[config.mk]
export PLATFORM = sky130hd
export DESIGN_NAME = vga_rx_monitor
export DESIGN_NICKNAME = d
export VERILOG_FILES = /design/src/rtl/vga_rx_monitor.sv
export SDC_FILE = /design/constraint.sdc
export NUM_CORES = 1
export LEC_CHECK = 0
export ABC_AREA = 0
export CAP_MARGIN = 10
export CELL_PAD_IN_SITES_DETAIL_PLACEMENT = 0
export CELL_PAD_IN_SITES_GLOBAL_PLACEMENT = 1
export CORE_UTILIZATION = 44
export DETAILED_ROUTE_END_ITERATION = 10
export HOLD_SLACK_MARGIN = 0.06
export PLACE_DENSITY = 0.93
export SLEW_MARGIN = 20
export SYNTH_ARGS = -nofsm -noshare
export SYNTH_HDL_FRONTEND = slang
export SYNTH_SLANG_ARGS = --single-unit
[constraint.sdc]
create_clock -name pclk -period 4.1 [get_ports pclk]
set_input_delay 0.615 -clock pclk [delete_from_list [all_inputs] [get_ports pclk]]
set_output_delay 0.615 -clock pclk [all_outputs]
set_load 0.005 [all_outputs]
[src/rtl/vga_rx_monitor.sv]
// VGA stream sink: measures hs/vs timing against expected totals, checksums each frame, tracks lock.
// Latency: statistics and pulses are registered, visible one pclk after the triggering sample; locked one more.
// Backpressure: none; passive sink that samples every pclk cycle and never stalls the source.
module vga_rx_monitor #(
  parameter int H_TOTAL = 1056,
  parameter int V_TOTAL = 628,
  parameter int H_SYNC  = 128,
  parameter int V_SYNC  = 4
) (
  input  logic        pclk,
  input  logic        rst_n,
  input  logic        hs,
  input  logic        vs,
  input  logic [3:0]  r,
  input  logic [3:0]  g,
  input  logic [3:0]  b,
  output logic [11:0] line_len,
  output logic [11:0] hs_width,
  output logic [10:0] frame_lines,
  output logic [10:0] vs_width,
  output logic [15:0] frame_sum,
  output logic        frame_done,
  output logic        err_line,
  output logic        err_frame,
  output logic [7:0]  err_cnt,
  output logic        locked
);

  typedef enum logic [1:0] {
    SEARCH = 2'd0,
    CHECK  = 2'd1,
    LOCKED = 2'd2
  } state_t;

  state_t      state;
  logic        hs_d;
  logic        vs_d;
  logic        hs_seen;   // an hs rise has been seen since reset
  logic        vs_seen;   // a vs rise has been seen since reset (frame opened)
  logic        bad;       // a line error occurred in the current frame
  logic [11:0] pix_cnt;
  logic [11:0] hsw_cnt;
  logic [10:0] line_cnt;
  logic [10:0] vsw_cnt;
  logic [15:0] acc;

  logic        hs_rise;
  logic        hs_fall;
  logic        vs_rise;
  logic        vs_fall;
  logic [12:0] pix_next;
  logic [11:0] vsw_sum;
  logic [10:0] vsw_sat;
  logic [15:0] rgb16;
  logic        line_err;
  logic        frame_err;

  assign hs_rise  = hs & ~hs_d;
  assign hs_fall  = ~hs & hs_d;
  assign vs_rise  = vs & ~vs_d;
  assign vs_fall  = ~vs & vs_d;
  assign rgb16    = {4'd0, r, g, b};
  // one extra bit so a saturated pix_cnt still compares as "too long"
  assign pix_next = {1'b0, pix_cnt} + 13'd1;
  // an hs rise coincident with the vs fall still belongs to the sync pulse
  assign vsw_sum  = {1'b0, vsw_cnt} + {11'd0, hs_rise & vs_d};
  assign vsw_sat  = vsw_sum[11] ? 11'h7FF : vsw_sum[10:0];

  assign line_err  = (hs_rise & hs_seen & (pix_next != 13'(H_TOTAL)))
                   | (hs_fall & (hsw_cnt != 12'(H_SYNC)));
  assign frame_err = vs_rise & vs_seen
                   & ((line_cnt != 11'(V_TOTAL)) | (vs_width != 11'(V_SYNC)));

  // Delayed sync copies for edge detection
  always_ff @(posedge pclk) begin
    if (!rst_n) begin
      hs_d <= 1'b0;
      vs_d <= 1'b0;
    end else begin
      hs_d <= hs;
      vs_d <= vs;
    end
  end

  // Line timing: period between hs rises and hs pulse width, both saturating
  always_ff @(posedge pclk) begin
    if (!rst_n) begin
      pix_cnt  <= 12'd0;
      hsw_cnt  <= 12'd0;
      line_len <= 12'd0;
      hs_width <= 12'd0;
      hs_seen  <= 1'b0;
    end else begin
      if (hs_rise) begin
        pix_cnt <= 12'd0;
        hs_seen <= 1'b1;
        if (hs_seen) begin
          line_len <= pix_next[12] ? 12'hFFF : pix_next[11:0];
        end
      end else if (pix_cnt != 12'hFFF) begin
        pix_cnt <= pix_next[11:0];
      end
      if (hs_fall) begin
        hs_width <= hsw_cnt;
        hsw_cnt  <= 12'd0;
      end else if (hs && (hsw_cnt != 12'hFFF)) begin
        hsw_cnt <= hsw_cnt + 12'd1;
      end
    end
  end

  // Frame timing and checksum; the first vs rise only opens a frame
  always_ff @(posedge pclk) begin
    if (!rst_n) begin
      line_cnt    <= 11'd0;
      vsw_cnt     <= 11'd0;
      acc         <= 16'd0;
      frame_lines <= 11'd0;
      vs_width    <= 11'd0;
      frame_sum   <= 16'd0;
      frame_done  <= 1'b0;
      vs_seen     <= 1'b0;
    end else begin
      frame_done <= vs_rise & vs_seen;
      if (vs_rise) begin
        acc      <= rgb16;
        line_cnt <= {10'd0, hs_rise};
        vs_seen  <= 1'b1;
        if (vs_seen) begin
          frame_lines <= line_cnt;
          frame_sum   <= acc;
        end
      end else begin
        acc <= acc + rgb16;
        if (hs_rise && (line_cnt != 11'h7FF)) begin
          line_cnt <= line_cnt + 11'd1;
        end
      end
      if (vs_fall) begin
        vs_width <= vsw_sat;
        vsw_cnt  <= 11'd0;
      end else begin
        vsw_cnt <= vsw_sat;
      end
    end
  end

  // Error pulses, saturating error count and the frame-local bad flag
  always_ff @(posedge pclk) begin
    if (!rst_n) begin
      err_line  <= 1'b0;
      err_frame <= 1'b0;
      err_cnt   <= 8'd0;
      bad       <= 1'b0;
    end else begin
      err_line  <= line_err;
      err_frame <= frame_err;
      if ((line_err | frame_err) && (err_cnt != 8'hFF)) begin
        err_cnt <= err_cnt + 8'd1;
      end
      if (vs_rise) begin
        bad <= 1'b0;
      end else if (line_err) begin
        bad <= 1'b1;
      end
    end
  end

  // Lock FSM; locked follows the state one cycle later
  always_ff @(posedge pclk) begin
    if (!rst_n) begin
      state  <= SEARCH;
      locked <= 1'b0;
    end else begin
      locked <= (state == LOCKED);
      case (state)
        SEARCH: begin
          if (vs_rise) state <= CHECK;
        end
        CHECK: begin
          if (vs_rise && !frame_err && !bad && !line_err) state <= LOCKED;
        end
        LOCKED: begin
          if (line_err || frame_err) state <= CHECK;
        end
        default: state <= SEARCH;
      endcase
    end
  end

endmodule
* Yosys cells after proc, flatten, opt, wreduce, memory -nomap -nowiden
Cells that the tools add are included. W data, S select, Z words.
Storage, ports and cells: output and inout port bits 74, memory bits (writable) 0, ROM bits 0, bits in latches 0, logic and storage cells 88, memories kept 0, bits in registers 143
Operators by class: $lt $le $gt $ge 0, shift-type cells 0, muxes and demuxes 9, reductions and logical operators 19, multiply operators 0, equal/unequal tests 13, add/subtract/negate cells 6, bitwise operators 18, div/mod/pow operators 0
Operator list (count):
- $mux W12 | 2
- $ne A12 B12 Y1 const B | 2
- $add A16 B12 Y16 | 1
- $add A12 B1 Y13 const B | 1
- $ne A13 B11 Y1 const B | 1
- $add A11 B1 Y12 | 1
- $add A12 B1 Y12 const B | 1
- $ne A12 B8 Y1 const B | 1
- $add A11 B1 Y11 const B | 1
- $mux W11 | 1
- $ne A11 B10 Y1 const B | 1
- $ne A11 B11 Y1 const B | 1
- $ne A11 B3 Y1 const B | 1
- $and A1 B1 Y1 | 10
- $add A8 B1 Y8 const B | 1
- $ne A8 B8 Y1 const B | 1
- $reduce_or A2 Y1 | 4
- $logic_and A1 B1 Y1 | 6
- $mux W2 | 3
- $pmux W2 S3 | 1
- $not A1 Y1 | 5
- $ne A2 B2 Y1 const B | 2
- $reduce_and A2 Y1 | 2
- $logic_not A1 Y1 | 3
- 9 further kinds | 12

* Logic depth before layout (Yosys ltp)
depth in word-level cells 10, mapped depth 10, depth with buffers taken out 10

* Least setup slack after synthesis
Ideal clock, no wire load.
path kind input-to-reg, from in b[0], to reg acc[12], arrival 2331 ps, data required time 3979 ps, buffers on the path 0, stages 10, slack 1648 ps, cell sequence ha_1 > inv_1 > fa_1 > nor2b_1 > o21ai_0 > a21oi_1 > o21a_1 > o21a_1 > o31ai_1 > mux2_2
On the way: cells in the longest elaborated chain, start to end 1
Ends and longest elaborated chain:
- start, declared | RTL line 16 | input logic [3:0] b,
- $add A16 B12 Y16 | RTL line 134 | acc <= acc + rgb16;
- end signal, assigned | RTL line 126 | acc <= rgb16;
- end signal, assigned | RTL line 134
- end, declared | RTL line 45 | logic [15:0] acc;
No other way between the ends. A chain may end at the register's enable or synchronous reset.

* Final worst setup path
from in b[0], to reg acc[8]
On the way: cells in the longest elaborated chain, start to end 2
Ends and longest elaborated chain:
- $add A16 B12 Y16 | RTL line 134
- $mux W12 | RTL line 125 | if (vs_rise) begin
No other way between the ends.

==> metrics.txt <==
outcome=complete, no violations; Final ANT Viol Nets=0; main combinational cell family by area after synthesis=simple AND/OR/NAND/NOR gates; first-pass GRT wire length=23,400 µm; Pwr Density=429 mW/mm²; final setup fails=0; mean post-synth cell area=8.21 µm²; Setup crit end kind=flip-flop; Worst R2R Start=pix_cnt[0]; global route total overflow=0; CP Cell Sequence=clkdlybuf4s50_1 -> ha_1 -> inv_1 -> fa_1 -> nor2b_1 -> o21ai_0 -> a21oi_1 -> o21a_1 -> o21ai_0 -> a2111oi_0 -> a311o_1; Synth async-reset ratio=0; Max Slew Vio Count=0; Iter 0 DRT Violations=214; critical path data required time=4.46 ns; nets@finish=885; worst min path class=reg2reg; core area=0.0139 mm²; R2R cell count=8; vias in the first global route=4,785; Bufs and invs on worst path=2; cell area after synthesis=0.00628 mm²; adder-cell share of the synthesized area=0.0450; Crit path arrival time=3.09 ns; final WL=14,300 µm; synthesis warning total=0; Distinct cells, synth=59; die width=121 µm; Post-Synth Simple-Gate Area=0.254; crit path from=b[0]; die area=0.0147 mm²; Hold Path Origin=frame_sum[5]; post-CTS setup buffers=0; worst slew pin tran=1.08 ns; CP Max Fanout=3; CTS Buffer Depth=2; Cell Rows=43; Leakage Power=2.84 nW; Tmin final=2.72 ns; I/O pin cnt=90; XOR/XNOR share of the synthesized area=0.0474; H-tree levels=4; crit path max-delay cell type=clkdlybuf4s50_1; compound-gate portion of the synthesized area=0.152; vias per inst=5.20; Hold Vio Cnt, Final=0; Root Driver=clkbuf_16; largest net degree at the start of global routing=62; Max Fclk=0.367 GHz; Max Cap Viol=0; Total GRT Usage=0.205; Clock transition at path regs=0.06 ns; hold slack=0.452 ns; Final Skew=0.0105 ns; Worst path max stage delay=0.50 ns; initial antenna violation count=0; RSZ-0062 raised after global routing=no; peak supply drop=0.273 mV; Crit. path cell count=11; Layout area overhead=26.5%; # DRC=0; # resized after CTS=0; Slew headroom=0.275; Post-synth top flop=dfxtp_1; setup_tns=0 ns; DR pass1 iterations=4; sequential cell area fraction in the yosys report=0.456; TritonCTS buffer count=17; Post-synth EDFFs=0; Placer Congestion=0.839; cell family with most CP delay=compound AO/OA/AOI/OAI gates; nature of the critical path startpoint=input port; Sinks on Clock Net=143; fraction of layout cells with a size suffix above 1=0.0581; Initial Util=0.452; per-cell routed wire length=13.7 µm; Detailed Place HPWL=9980 µm; post-synthesis mux area share=0.0116; Yosys reg bits=143; Setup CP Type=in2reg; Hold Path Stages=2; syn nets=803; Gate Count Post-Synth=765; Crit path top cell by count=o21ai_0; insertion delay to the later sink of the worst-skew pair=0.42 ns; crit share post-route=0.664; Port Buf Inserts=89; ANT cells=0; CTS tree=yes; CTS Hold Buffers Added=0; Die H=121 µm; via count=5,405
per-layer routing:
layer,vias to the layer above,track usage,part of all wire
li1,2816,-,-
met1,2483,0.274,0.49
met2,95,0.319,0.46
met3,11,0.0404,0.037
met4,0,0.0872,0.012
met5,-,0,0
sequential cells by signal (all words and copies together), names as in the netlist, 2 cells and up:
| name | flops |
|---|---|
| acc | 16 |
| frame_sum | 16 |
| hs_width | 12 |
| hsw_cnt | 12 |
| line_len | 12 |
| pix_cnt | 12 |
| frame_lines | 11 |
| line_cnt | 11 |
| vs_width | 11 |
| vsw_cnt | 11 |
| err_cnt | 8 |
| state | 2 |
cell usage after synthesis (all sizes together), types with 2 or more instances:
library cell / n / share of area
inv: 20 / 0.012
mux2: 2 / 0.0036
dfxtp: 143 / 0.46
o21ai: 39 / 0.031
mux2i: 5 / 0.0080
ha: 21 / 0.042
and2: 10 / 0.010
a21o: 3 / 0.0036
o41ai: 2 / 0.0040
nor2b: 5 / 0.0050
xnor2: 20 / 0.028
a31oi: 4 / 0.0040
or4: 3 / 0.0036
a21boi: 2 / 0.0024
nand2b: 6 / 0.0060
or2: 3 / 0.0030
a211oi: 12 / 0.015
o211ai: 2 / 0.0024
a21oi: 75 / 0.062
or3: 13 / 0.013
nand3: 32 / 0.026
o21a: 4 / 0.0048
and4: 2 / 0.0028
buf: 9 / 0.0070
a311oi: 3 / 0.0042
o31ai: 3 / 0.0036
nor4b: 2 / 0.0028
o31a: 2 / 0.0028
nand2: 128 / 0.077
nor4: 6 / 0.0060
clkbuf: 24 / 0.014
nor3b: 2 / 0.0024
xor2: 14 / 0.020
nand4b: 2 / 0.0028
and3: 14 / 0.014
nor3: 10 / 0.0080
nor2: 94 / 0.056
nand4: 10 / 0.011
a31o: 2 / 0.0028
worst paths after layout:
check        slack, ns           end
min reg2reg       0.45  frame_sum[5]
min               0.45  frame_sum[5]
max               1.38        acc[8]
max reg2reg       1.38    err_cnt[1]
metrics by stage:
step                setup WS, ns  cell area (µm²)   util  std cells  total power [W]
CTS                         1.36             7940  0.572       1040          0.00343
detailed placement         0.983             7310  0.527       1008          0.00181
global placement            1.04             7310  0.527       1008          0.00181
floorplan                   1.65             6280      -        765          0.00171
finish                      1.38             7940  0.572       1040          0.00340
global route                1.16             7940  0.572       1040          0.00354
cells by family after synthesis:
group / count (synthesis)
multiplexers: 7
AND/OR/NAND/NOR: 346
buffers and inverters: 53
flip-flops: 143
AO/OA/AOI/OAI: 160
XOR/XNOR: 34
adder cells (fa/ha/maj): 22
tightest hold or removal path, stage by stage (launching register included):
cell and delay, ns:
dfxtp_1 0.30, nand2_1 0.05, a21oi_1 0.05
cells in the final DEF, fill, tap and decap left out, types with 6 or more instances in the layout:
cell,Yosys,routed
xnor2_1,20,20
or3_1,13,13
clkbuf_16,0,17
and3_1,14,14
buf_4,0,7
nor3_1,10,10
dfxtp_1,143,143
xor2_1,14,14
nand2b_1,6,6
nand4_1,9,9
a21oi_1,74,74
inv_1,20,19
clkdlybuf4s50_1,0,89
a211oi_1,11,11
nand2_1,128,127
nor2_1,94,94
o21ai_0,34,34
ha_1,21,21
and2_1,10,10
nor4_1,6,6
nand3_1,32,32
report_power, final:
part | internal, W | switching [W]
Combinational | 0.000142 | 0.000181
Clock | 0.00105 | 0.000569
Sequential | 0.00143 | 0.0000313
Total | 0.00262 | 0.000781
cell type report:
| class | count | area [µm²] |
|---|---|---|
| clock inverter | 10 | 160 |
| tap | 180 | 225 |
| inverter | 20 | 75.1 |
| timing repair buffer | 96 | 943 |
| clock buffer | 22 | 464 |
| fill | 1290 | 5940 |
| multi-input combinational | 569 | 3210 |
| sequential | 143 | 2860 |
Note: power is estimated with default switching activity, not from simulation.
